## src/rtl/ahbl_pkg.sv

```systemverilog
// Shared AHB-Lite definitions for the memory scoreboard: transfer type
// encodings, protection bit positions and the per-slot state type.
package ahbl_pkg;

   typedef enum logic [1:0] {
      HTRANS_IDLE = 2'b00,
      HTRANS_BUSY = 2'b01,
      HTRANS_NSEQ = 2'b10,
      HTRANS_SEQ  = 2'b11
   } htrans_t;

   localparam int HPROT_BUFFERABLE_BIT = 2;
   localparam int HPROT_CACHEABLE_BIT  = 3;

   typedef enum logic {
      SLOT_EMPTY = 1'b0,
      SLOT_VALID = 1'b1
   } slot_state_t;

   // Only cacheable+bufferable traffic is shadowed by the scoreboard.
   function automatic logic prot_tracked(input logic [3:0] prot);
      return prot[HPROT_CACHEABLE_BIT] && prot[HPROT_BUFFERABLE_BIT];
   endfunction

endpackage

```

## src/rtl/ahbl_mem_scoreboard_if.sv

```systemverilog
// AHB-Lite bus bundle. Handshake: an address phase with htrans[1]=1 is
// accepted on the rising edge where hready=1; its data phase then completes
// on the next rising edge where hready=1, and hresp on that edge gives the
// outcome (a two-cycle ERROR shows hresp=1 with hready=0 first). While an
// accepted request is stalled (hready=0) the master holds its address phase.
interface ahbl_mem_scoreboard_if #(
   parameter int W_ADDR = 32,
   parameter int W_DATA = 32
);
   logic              hready;
   logic              hresp;
   logic              hwrite;
   logic [1:0]        htrans;
   logic [2:0]        hsize;
   logic [2:0]        hburst;
   logic [3:0]        hprot;
   logic [W_ADDR-1:0] haddr;
   logic [W_DATA-1:0] hwdata;
   logic [W_DATA-1:0] hrdata;

   modport master (
      output htrans, hwrite, hsize, hburst, hprot, haddr, hwdata,
      input  hready, hresp, hrdata
   );

   modport slave (
      input  htrans, hwrite, hsize, hburst, hprot, haddr, hwdata,
      output hready, hresp, hrdata
   );

   // Passive tap used by the scoreboard.
   modport monitor (
      input htrans, hwrite, hsize, hburst, hprot, haddr, hwdata,
            hready, hresp, hrdata
   );
endinterface

```

## src/rtl/ahbl_scoreboard_slot.sv

```systemverilog
// One tracked byte: decides whether the completing data phase overlaps the
// tracked address, keeps the last written byte, and compares reads against it.
module ahbl_scoreboard_slot
   import ahbl_pkg::*;
#(
   parameter int W_ADDR = 32,
   parameter int W_DATA = 32
) (
   input  logic              clk,
   input  logic              rst,
   input  logic              en,
   input  logic [W_ADDR-1:0] addr,
   input  logic              xfer_done,   // tracked data phase completing now
   input  logic              xfer_write,
   input  logic              xfer_err,    // completing with hresp=1
   input  logic [W_ADDR-1:0] dph_addr,
   input  logic [2:0]        dph_size,
   input  logic [W_DATA-1:0] hwdata,
   input  logic [W_DATA-1:0] hrdata,
   output slot_state_t       state,
   output logic              cmp_valid,
   output logic              cmp_mismatch
);
   localparam int LANE_W = $clog2(W_DATA / 8);

   slot_state_t       state_d;
   logic [7:0]        byte_q;
   logic [7:0]        byte_d;
   logic [W_ADDR-1:0] addr_q;
   logic [W_ADDR:0]   lo;
   logic [W_ADDR:0]   hi;
   logic [W_ADDR:0]   tgt;
   logic              hit;
   logic              addr_chg;
   logic [LANE_W-1:0] lane;
   logic [7:0]        wr_byte;
   logic [7:0]        rd_byte;

   // One extra bit so a transfer ending at the top of the address space
   // does not wrap and miss.
   assign lo       = {1'b0, dph_addr};
   assign hi       = lo + ((W_ADDR + 1)'(1) << dph_size);
   assign tgt      = {1'b0, addr};
   assign hit      = en && (lo <= tgt) && (hi > tgt);
   assign addr_chg = (addr != addr_q);
   assign lane     = addr[LANE_W-1:0];
   assign wr_byte  = hwdata[{lane, 3'b000} +: 8];
   assign rd_byte  = hrdata[{lane, 3'b000} +: 8];

   // Previous tracked address, to notice retargeting of the slot.
   always_ff @(posedge clk) begin
      addr_q <= addr;
   end

   // Slot state and captured byte register.
   always_ff @(posedge clk) begin
      if (rst) begin
         state  <= SLOT_EMPTY;
         byte_q <= '0;
      end else begin
         state  <= state_d;
         byte_q <= byte_d;
      end
   end

   // Next state, byte capture and read comparison; a disabled or retargeted
   // slot forgets its byte and never compares in that cycle.
   always_comb begin
      state_d      = state;
      byte_d       = byte_q;
      cmp_valid    = 1'b0;
      cmp_mismatch = 1'b0;
      if (!en || addr_chg) begin
         state_d = SLOT_EMPTY;
      end else if (xfer_done && hit) begin
         if (xfer_write) begin
            if (xfer_err) begin
               state_d = SLOT_EMPTY;
            end else begin
               state_d = SLOT_VALID;
               byte_d  = wr_byte;
            end
         end else if (!xfer_err && state == SLOT_VALID) begin
            cmp_valid    = 1'b1;
            cmp_mismatch = (rd_byte != byte_q);
         end
      end
   end

endmodule

```

## src/rtl/ahbl_mem_scoreboard.sv

```systemverilog
// Passive AHB-Lite scoreboard: shadows up to N_TRACK bytes of memory, checks
// tracked reads against the last tracked write, and flags protocol faults.
module ahbl_mem_scoreboard
   import ahbl_pkg::*;
#(
   parameter int W_ADDR  = 32,
   parameter int W_DATA  = 32,
   parameter int N_TRACK = 4,
   localparam int SLOT_W = (N_TRACK > 1) ? $clog2(N_TRACK) : 1
) (
   input  logic                      clk,
   input  logic                      rst,
   ahbl_mem_scoreboard_if.monitor    bus,
   input  logic [N_TRACK-1:0]        trk_en,
   input  logic [N_TRACK*W_ADDR-1:0] trk_addr,
   output logic                      err_data,
   output logic                      err_proto,
   output logic [SLOT_W-1:0]         err_slot,
   output logic [15:0]               check_cnt,
   output logic [N_TRACK-1:0]        dbg_slot_valid
);
   localparam int AP_W = 2 + 1 + 3 + 3 + 4 + W_ADDR;

   logic              dph_active;
   logic              dph_write;
   logic              dph_tracked;
   logic [W_ADDR-1:0] dph_addr;
   logic [2:0]        dph_size;

   logic              wait_err_q;  // previous cycle was first ERROR cycle
   logic              pend_q;      // previous cycle stalled a live request
   logic [AP_W-1:0]   ap_q;
   logic [AP_W-1:0]   ap_now;
   logic              proto_fail;
   logic              xfer_done;

   slot_state_t       slot_state [N_TRACK];
   logic [N_TRACK-1:0] cmp_valid;
   logic [N_TRACK-1:0] mismatch;
   logic [SLOT_W-1:0]  first_slot;

   assign ap_now    = {bus.htrans, bus.hwrite, bus.hsize, bus.hburst,
                       bus.hprot, bus.haddr};
   assign xfer_done = dph_active && dph_tracked && bus.hready;

   // Data-phase register: the address phase moves into the data phase on hready.
   always_ff @(posedge clk) begin
      if (rst) begin
         dph_active  <= 1'b0;
         dph_write   <= 1'b0;
         dph_tracked <= 1'b0;
         dph_addr    <= '0;
         dph_size    <= '0;
      end else if (bus.hready) begin
         dph_active  <= bus.htrans[1];
         dph_write   <= bus.hwrite;
         dph_tracked <= prot_tracked(bus.hprot);
         dph_addr    <= bus.haddr;
         dph_size    <= bus.hsize;
      end
   end

   // Bus history needed by the response and stall-stability rules.
   always_ff @(posedge clk) begin
      if (rst) begin
         wait_err_q <= 1'b0;
         pend_q     <= 1'b0;
         ap_q       <= '0;
      end else begin
         wait_err_q <= bus.hresp && !bus.hready;
         pend_q     <= bus.htrans[1] && !bus.hready;
         ap_q       <= ap_now;
      end
   end

   // Protocol rules evaluated on the current bus cycle.
   always_comb begin
      proto_fail = 1'b0;
      if (!dph_active && (!bus.hready || bus.hresp)) proto_fail = 1'b1;
      if (bus.hresp && bus.hready && !wait_err_q)    proto_fail = 1'b1;
      if (wait_err_q && !bus.hresp)                  proto_fail = 1'b1;
      if (pend_q && (ap_now != ap_q))                proto_fail = 1'b1;
   end

   for (genvar i = 0; i < N_TRACK; i++) begin : g_slot
      ahbl_scoreboard_slot #(
         .W_ADDR(W_ADDR),
         .W_DATA(W_DATA)
      ) u_slot (
         .clk          (clk),
         .rst          (rst),
         .en           (trk_en[i]),
         .addr         (trk_addr[i*W_ADDR +: W_ADDR]),
         .xfer_done    (xfer_done),
         .xfer_write   (dph_write),
         .xfer_err     (bus.hresp),
         .dph_addr     (dph_addr),
         .dph_size     (dph_size),
         .hwdata       (bus.hwdata),
         .hrdata       (bus.hrdata),
         .state        (slot_state[i]),
         .cmp_valid    (cmp_valid[i]),
         .cmp_mismatch (mismatch[i])
      );
      assign dbg_slot_valid[i] = (slot_state[i] == SLOT_VALID);
   end

   // Lowest-index mismatching slot wins.
   always_comb begin
      first_slot = '0;
      for (int i = N_TRACK - 1; i >= 0; i--) begin
         if (mismatch[i]) first_slot = SLOT_W'(i);
      end
   end

   // Sticky error flags, frozen error slot and saturating comparison count.
   always_ff @(posedge clk) begin
      if (rst) begin
         err_data  <= 1'b0;
         err_proto <= 1'b0;
         err_slot  <= '0;
         check_cnt <= '0;
      end else begin
         if ((|cmp_valid) && (check_cnt != 16'hffff)) check_cnt <= check_cnt + 16'd1;
         if (!err_data && (|mismatch)) begin
            err_data <= 1'b1;
            err_slot <= first_slot;
         end
         if (proto_fail) err_proto <= 1'b1;
      end
   end

endmodule

```

## src/flat_wrapper.sv

```systemverilog
// flat-port wrapper written by rule: the top's interface ports become plain ports
module ahbl_mem_scoreboard_flat import ahbl_pkg::*;
#(
   parameter int W_ADDR  = 32,
   parameter int W_DATA  = 32,
   parameter int N_TRACK = 4,
   localparam int SLOT_W = (N_TRACK > 1) ? $clog2(N_TRACK) : 1
)
  (clk, rst, trk_en, trk_addr, err_data, err_proto, err_slot, check_cnt, dbg_slot_valid, bus_htrans, bus_hwrite, bus_hsize, bus_hburst, bus_hprot, bus_haddr, bus_hwdata, bus_hready, bus_hresp, bus_hrdata);
  ahbl_mem_scoreboard_if #(.W_ADDR(W_ADDR), .W_DATA(W_DATA)) bus_i ();
  input  logic clk;
  input  logic rst;
  input  logic [N_TRACK-1:0] trk_en;
  input  logic [N_TRACK*W_ADDR-1:0] trk_addr;
  output logic err_data;
  output logic err_proto;
  output logic [SLOT_W-1:0] err_slot;
  output logic [15:0] check_cnt;
  output logic [N_TRACK-1:0] dbg_slot_valid;
  input wire logic [$bits(bus_i.htrans)-1:0] bus_htrans;
  input wire logic [$bits(bus_i.hwrite)-1:0] bus_hwrite;
  input wire logic [$bits(bus_i.hsize)-1:0] bus_hsize;
  input wire logic [$bits(bus_i.hburst)-1:0] bus_hburst;
  input wire logic [$bits(bus_i.hprot)-1:0] bus_hprot;
  input wire logic [$bits(bus_i.haddr)-1:0] bus_haddr;
  input wire logic [$bits(bus_i.hwdata)-1:0] bus_hwdata;
  input wire logic [$bits(bus_i.hready)-1:0] bus_hready;
  input wire logic [$bits(bus_i.hresp)-1:0] bus_hresp;
  input wire logic [$bits(bus_i.hrdata)-1:0] bus_hrdata;
  assign bus_i.htrans = bus_htrans;
  assign bus_i.hwrite = bus_hwrite;
  assign bus_i.hsize = bus_hsize;
  assign bus_i.hburst = bus_hburst;
  assign bus_i.hprot = bus_hprot;
  assign bus_i.haddr = bus_haddr;
  assign bus_i.hwdata = bus_hwdata;
  assign bus_i.hready = bus_hready;
  assign bus_i.hresp = bus_hresp;
  assign bus_i.hrdata = bus_hrdata;
  ahbl_mem_scoreboard #(.W_ADDR(W_ADDR), .W_DATA(W_DATA), .N_TRACK(N_TRACK)) u_core (.clk(clk), .rst(rst), .bus(bus_i), .trk_en(trk_en), .trk_addr(trk_addr), .err_data(err_data), .err_proto(err_proto), .err_slot(err_slot), .check_cnt(check_cnt), .dbg_slot_valid(dbg_slot_valid));
endmodule
```

## config.mk

```make
export PLATFORM = sky130hd
export DESIGN_NAME = ahbl_mem_scoreboard_flat
export DESIGN_NICKNAME = d
export VERILOG_FILES = /design/src/rtl/ahbl_pkg.sv /design/src/rtl/ahbl_mem_scoreboard_if.sv /design/src/rtl/ahbl_scoreboard_slot.sv /design/src/rtl/ahbl_mem_scoreboard.sv /design/src/flat_wrapper.sv
export SDC_FILE = /design/constraint.sdc
export NUM_CORES = 1
export LEC_CHECK = 0
export CORE_MARGIN = 5
export CORE_UTILIZATION = 35
export CTS_CLUSTER_DIAMETER = 200
export DETAILED_ROUTE_END_ITERATION = 16
export PLACE_DENSITY_LB_ADDON = 0.2
export SYNTH_ARGS = -nofsm -noshare
export SYNTH_HDL_FRONTEND = slang
export SYNTH_HIERARCHICAL = 1
export SYNTH_SLANG_ARGS = --single-unit
```

## constraint.sdc

```tcl
create_clock -name clk -period 5.4 [get_ports clk]
set_clock_uncertainty 0.15 [all_clocks]
set_input_delay 1.08 -clock clk [delete_from_list [all_inputs] [get_ports clk]]
set_output_delay 1.08 -clock clk [all_outputs]
set_load 0.01 [all_outputs]
```

==> results.md <==
* Dominant cell type by area after synthesis: dfxtp_1
* Drt first pass iters at 7
* Synth top area cells: dfxtp_1, ha_1, xor2_1, mux4_2, xnor2_1
* Core area at 61600 sq um
* Gr usage total at 23.3%
* Yosys reg bits at 269
* Avg Vias per Cell at 5.40
* Most frequent cells in the layout: ha_1, clkdlybuf4s50_1, dfxtp_1
* Full die area at 67200 sq um
* Crit start category: flop
* Maximum clock frequency at 184 MHz
* Core Rows at 91
* Worst Max-Slew Pin Slew at 1160 ps
* Reg area at 5400 sq um
* Number of global-route vias before repair at 20800
* Grt ovf at 0
* Final Slew Violations at 0
* Tcrit/Tclk final at 101%
* # IOs at 269
* Req. time, crit path at 5660 ps
* Final setup margin at -30.1 ps
* EDFF count, synth at 0
* # Max-Cap Violations at 0
* Final wirelength at 81300 um
* Clock net sink count at 269
* Ys async rst share at 0%
* Worst Path Max Fanout at 18
* Die Y at 259 um
* Failing checks: negative setup slack
* Iter 0 DRT Violations at 1311
* RD Place Congestion at 0.905
* Final setup viols at 2
* Wire per inst at 21.8 um
* Power Dens Cells at 214 nW/um^2
* Initial antenna violation count at 8
* Clock transition at path regs at 60 ps
* Area of the multi-input gates at 15700 sq um
* Yosys warns at 6
* Fillers at 5891
* Most common cell after layout, fill and taps aside: ha_1
* Share of the synthesized area in the top cell type at 24.8%
* DP Wirelength at 64900 um
* Syn Inst Count at 2377
* Clk_lat worst skew at 570 ps
* Critical path class: flop to flop
* Leak pwr at 12.8 nW
* Initial Utilization at 35.3%
* Routed Antenna Nets at 0
* Syn Nets at 2915
* RSZ-0062 raised after global routing: true
* Reg2reg setup slack at -30 ps
* Worst VDD drop at 0.162 mV
* Status: finished, violations left
* Critical path capture point type: flop
* Fraction of layout cells with a size suffix above 1 at 15.3%
* Average size of a mapped cell at 9.14 sq um
* Area Overhead vs Synth at 31.3%
* DR vias at 20100
* Power Total at 0.00612 W
* Synth Cell Area at 21700 sq um
* Setup_tns at -47.9 ps
* Number of port buffers at 268
* Hold WC Path Type: flop to flop
* Post-CTS Hold Fix Bufs at 0
* Sequential share of the synthesized area at 24.8%
* Nets@finish at 3399
* Most used DFF post-synth: dfxtp_1
* Pin count of the biggest net entering global routing at 96
* CTS tree: built
* H-tree levels at 2
* Final Hold Fails at 0
* Die X at 259 um
* TritonCTS buffer count at 36
* Hold_ws at 322 ps
* DRC viols at 0
* Distinct cells, synth at 91
* Global-route wire length before repair at 121000 um
* Max Buffers Root-to-Sink at 3
* Slew HR at 21.7%
* WP data arrival at 5690 ps
* Root Driver: clkbuf_16
* Final Critical Period at 5430 ps
## repair_timing
action / CTS / global route
gates resized for setup: 33 / 38
pin swaps: 19 / 26
setup endpoints to repair: 19 / 19
cloned: 0 / 0
setup buffers: 9 / 6
## cell type report
cell class / count / share of cell area [%]
Multi-Input combinational cell: 1870 / 55.1
Sequential cell: 269 / 18.9
Timing Repair Buffer: 493 / 15.6
Tap cell: 837 / 3.67
Clock buffer: 52 / 3.61
Inverter: 191 / 2.51
Clock inverter: 13 / 0.552
Antenna cell: 3 / 0.0263
## path summary, 6_finish.rpt
check                                         from              endpoint  cells past startpoint
worst max register to register  u_core/dph_size[1]  u_core/check_cnt[10]                     26
worst min register to register  u_core/dph_tracked    u_core/dph_tracked                      2
worst max-delay path            u_core/dph_size[1]  u_core/check_cnt[10]                     26
worst min-delay path            u_core/dph_tracked    u_core/dph_tracked                      2
## flip-flops by register name, indices dropped and copies added (netlist names), 2 cells and up
signal,cells
u_core/dph_addr,32
u_core/check_cnt,16
u_core/ap_q,45
u_core/err_slot,2
u_core/g_slot.u_slot/state,4
u_core/g_slot.u_slot/addr_q,128
u_core/dph_size,3
u_core/g_slot.u_slot/byte_q,32
## report_power, final
part	internal (W)	switching (W)	total (W)	leakage (nW)
Combinational	0.000714	0.000839	0.00155	10.0
Clock	0.00144	0.000979	0.00242	0.579
Sequential	0.00208	0.0000630	0.00215	2.24
Total	0.00423	0.00188	0.00612	12.8
## metal layers
metal	share of wire [%]	wire length, um	vias up	track usage (%)
met4	4.3	3510	10	9.32
met2	47	38500	661	39.7
met1	42	34000	9595	29.1
li1	-	-	9665	-
met3	6.4	5210	194	4.41
met5	0.085	69	-	0
## Yosys cell counts (all sizes together) (5+ instances only)
cell	count
dfxtp	269
o21a	16
nor3	45
a21o	20
nor2b	55
nor3b	16
o21bai	7
o21ai	52
o2111ai	10
nor2	134
a21boi	6
nor4	76
or4	11
o211ai	14
buf	25
nand4	86
inv	189
a221oi	13
mux2i	62
o41ai	5
o311ai	8
clkbuf	22
xnor2	112
and3b	6
nand2	133
and3	32
and2	7
xor2	222
a21oi	127
a211o	9
ha	289
mux4	64
and4	30
a2111oi	5
a211oi	14
nand3	79
nand2b	39
## stage by stage
step / std cells / util (%) / area [sq um] / setup WS [ps]
finish: 3728 / 46.3 / 28500 / -30.1
global route: 3725 / 46.3 / 28500 / -328
CTS: 3719 / 46.0 / 28300 / -1.57
detailed placement: 3645 / 43.7 / 26900 / -506
global placement: 3645 / 43.7 / 26900 / -473
floorplan: 2377 / - / 21700 / -1.97
## worst max-delay path, stage by stage, from the launching register on
cell	delay, ps
dfxtp_2	350
buf_12	150
nor3_4	180
ha_2	200
inv_1	50
fa_2	360
nor2b_2	140
o31a_1	240
o22ai_4	90
nand3b_1	270
nor3_4	290
buf_4	150
xnor2_1	50
ha_1	330
nand4_1	200
nor4_4	360
and2_4	200
buf_4	120
a2111oi_4	80
a2111oi_4	200
buf_4	210
o41ai_4	100
buf_4	170
nor3_4	240
o2111ai_2	170
xor2_1	200
nor2_1	60
## cell families (layout without fill, tap and decap cells)
logic type / Yosys count / count (layout) / synth area share (%)
multiplexers: 126 / 126 / 9.49
flip-flops: 269 / 269 / 24.8
AND/OR/NAND/NOR: 772 / 772 / 19.9
adder cells (fa/ha/maj): 293 / 293 / 17.0
AO/OA/AOI/OAI: 345 / 345 / 11.0
XOR/XNOR: 334 / 334 / 13.5
buffers and inverters: 238 / 749 / 4.28
other: 0 / 3 / 0
No activity file was read; power rests on OpenSTA's default activity.
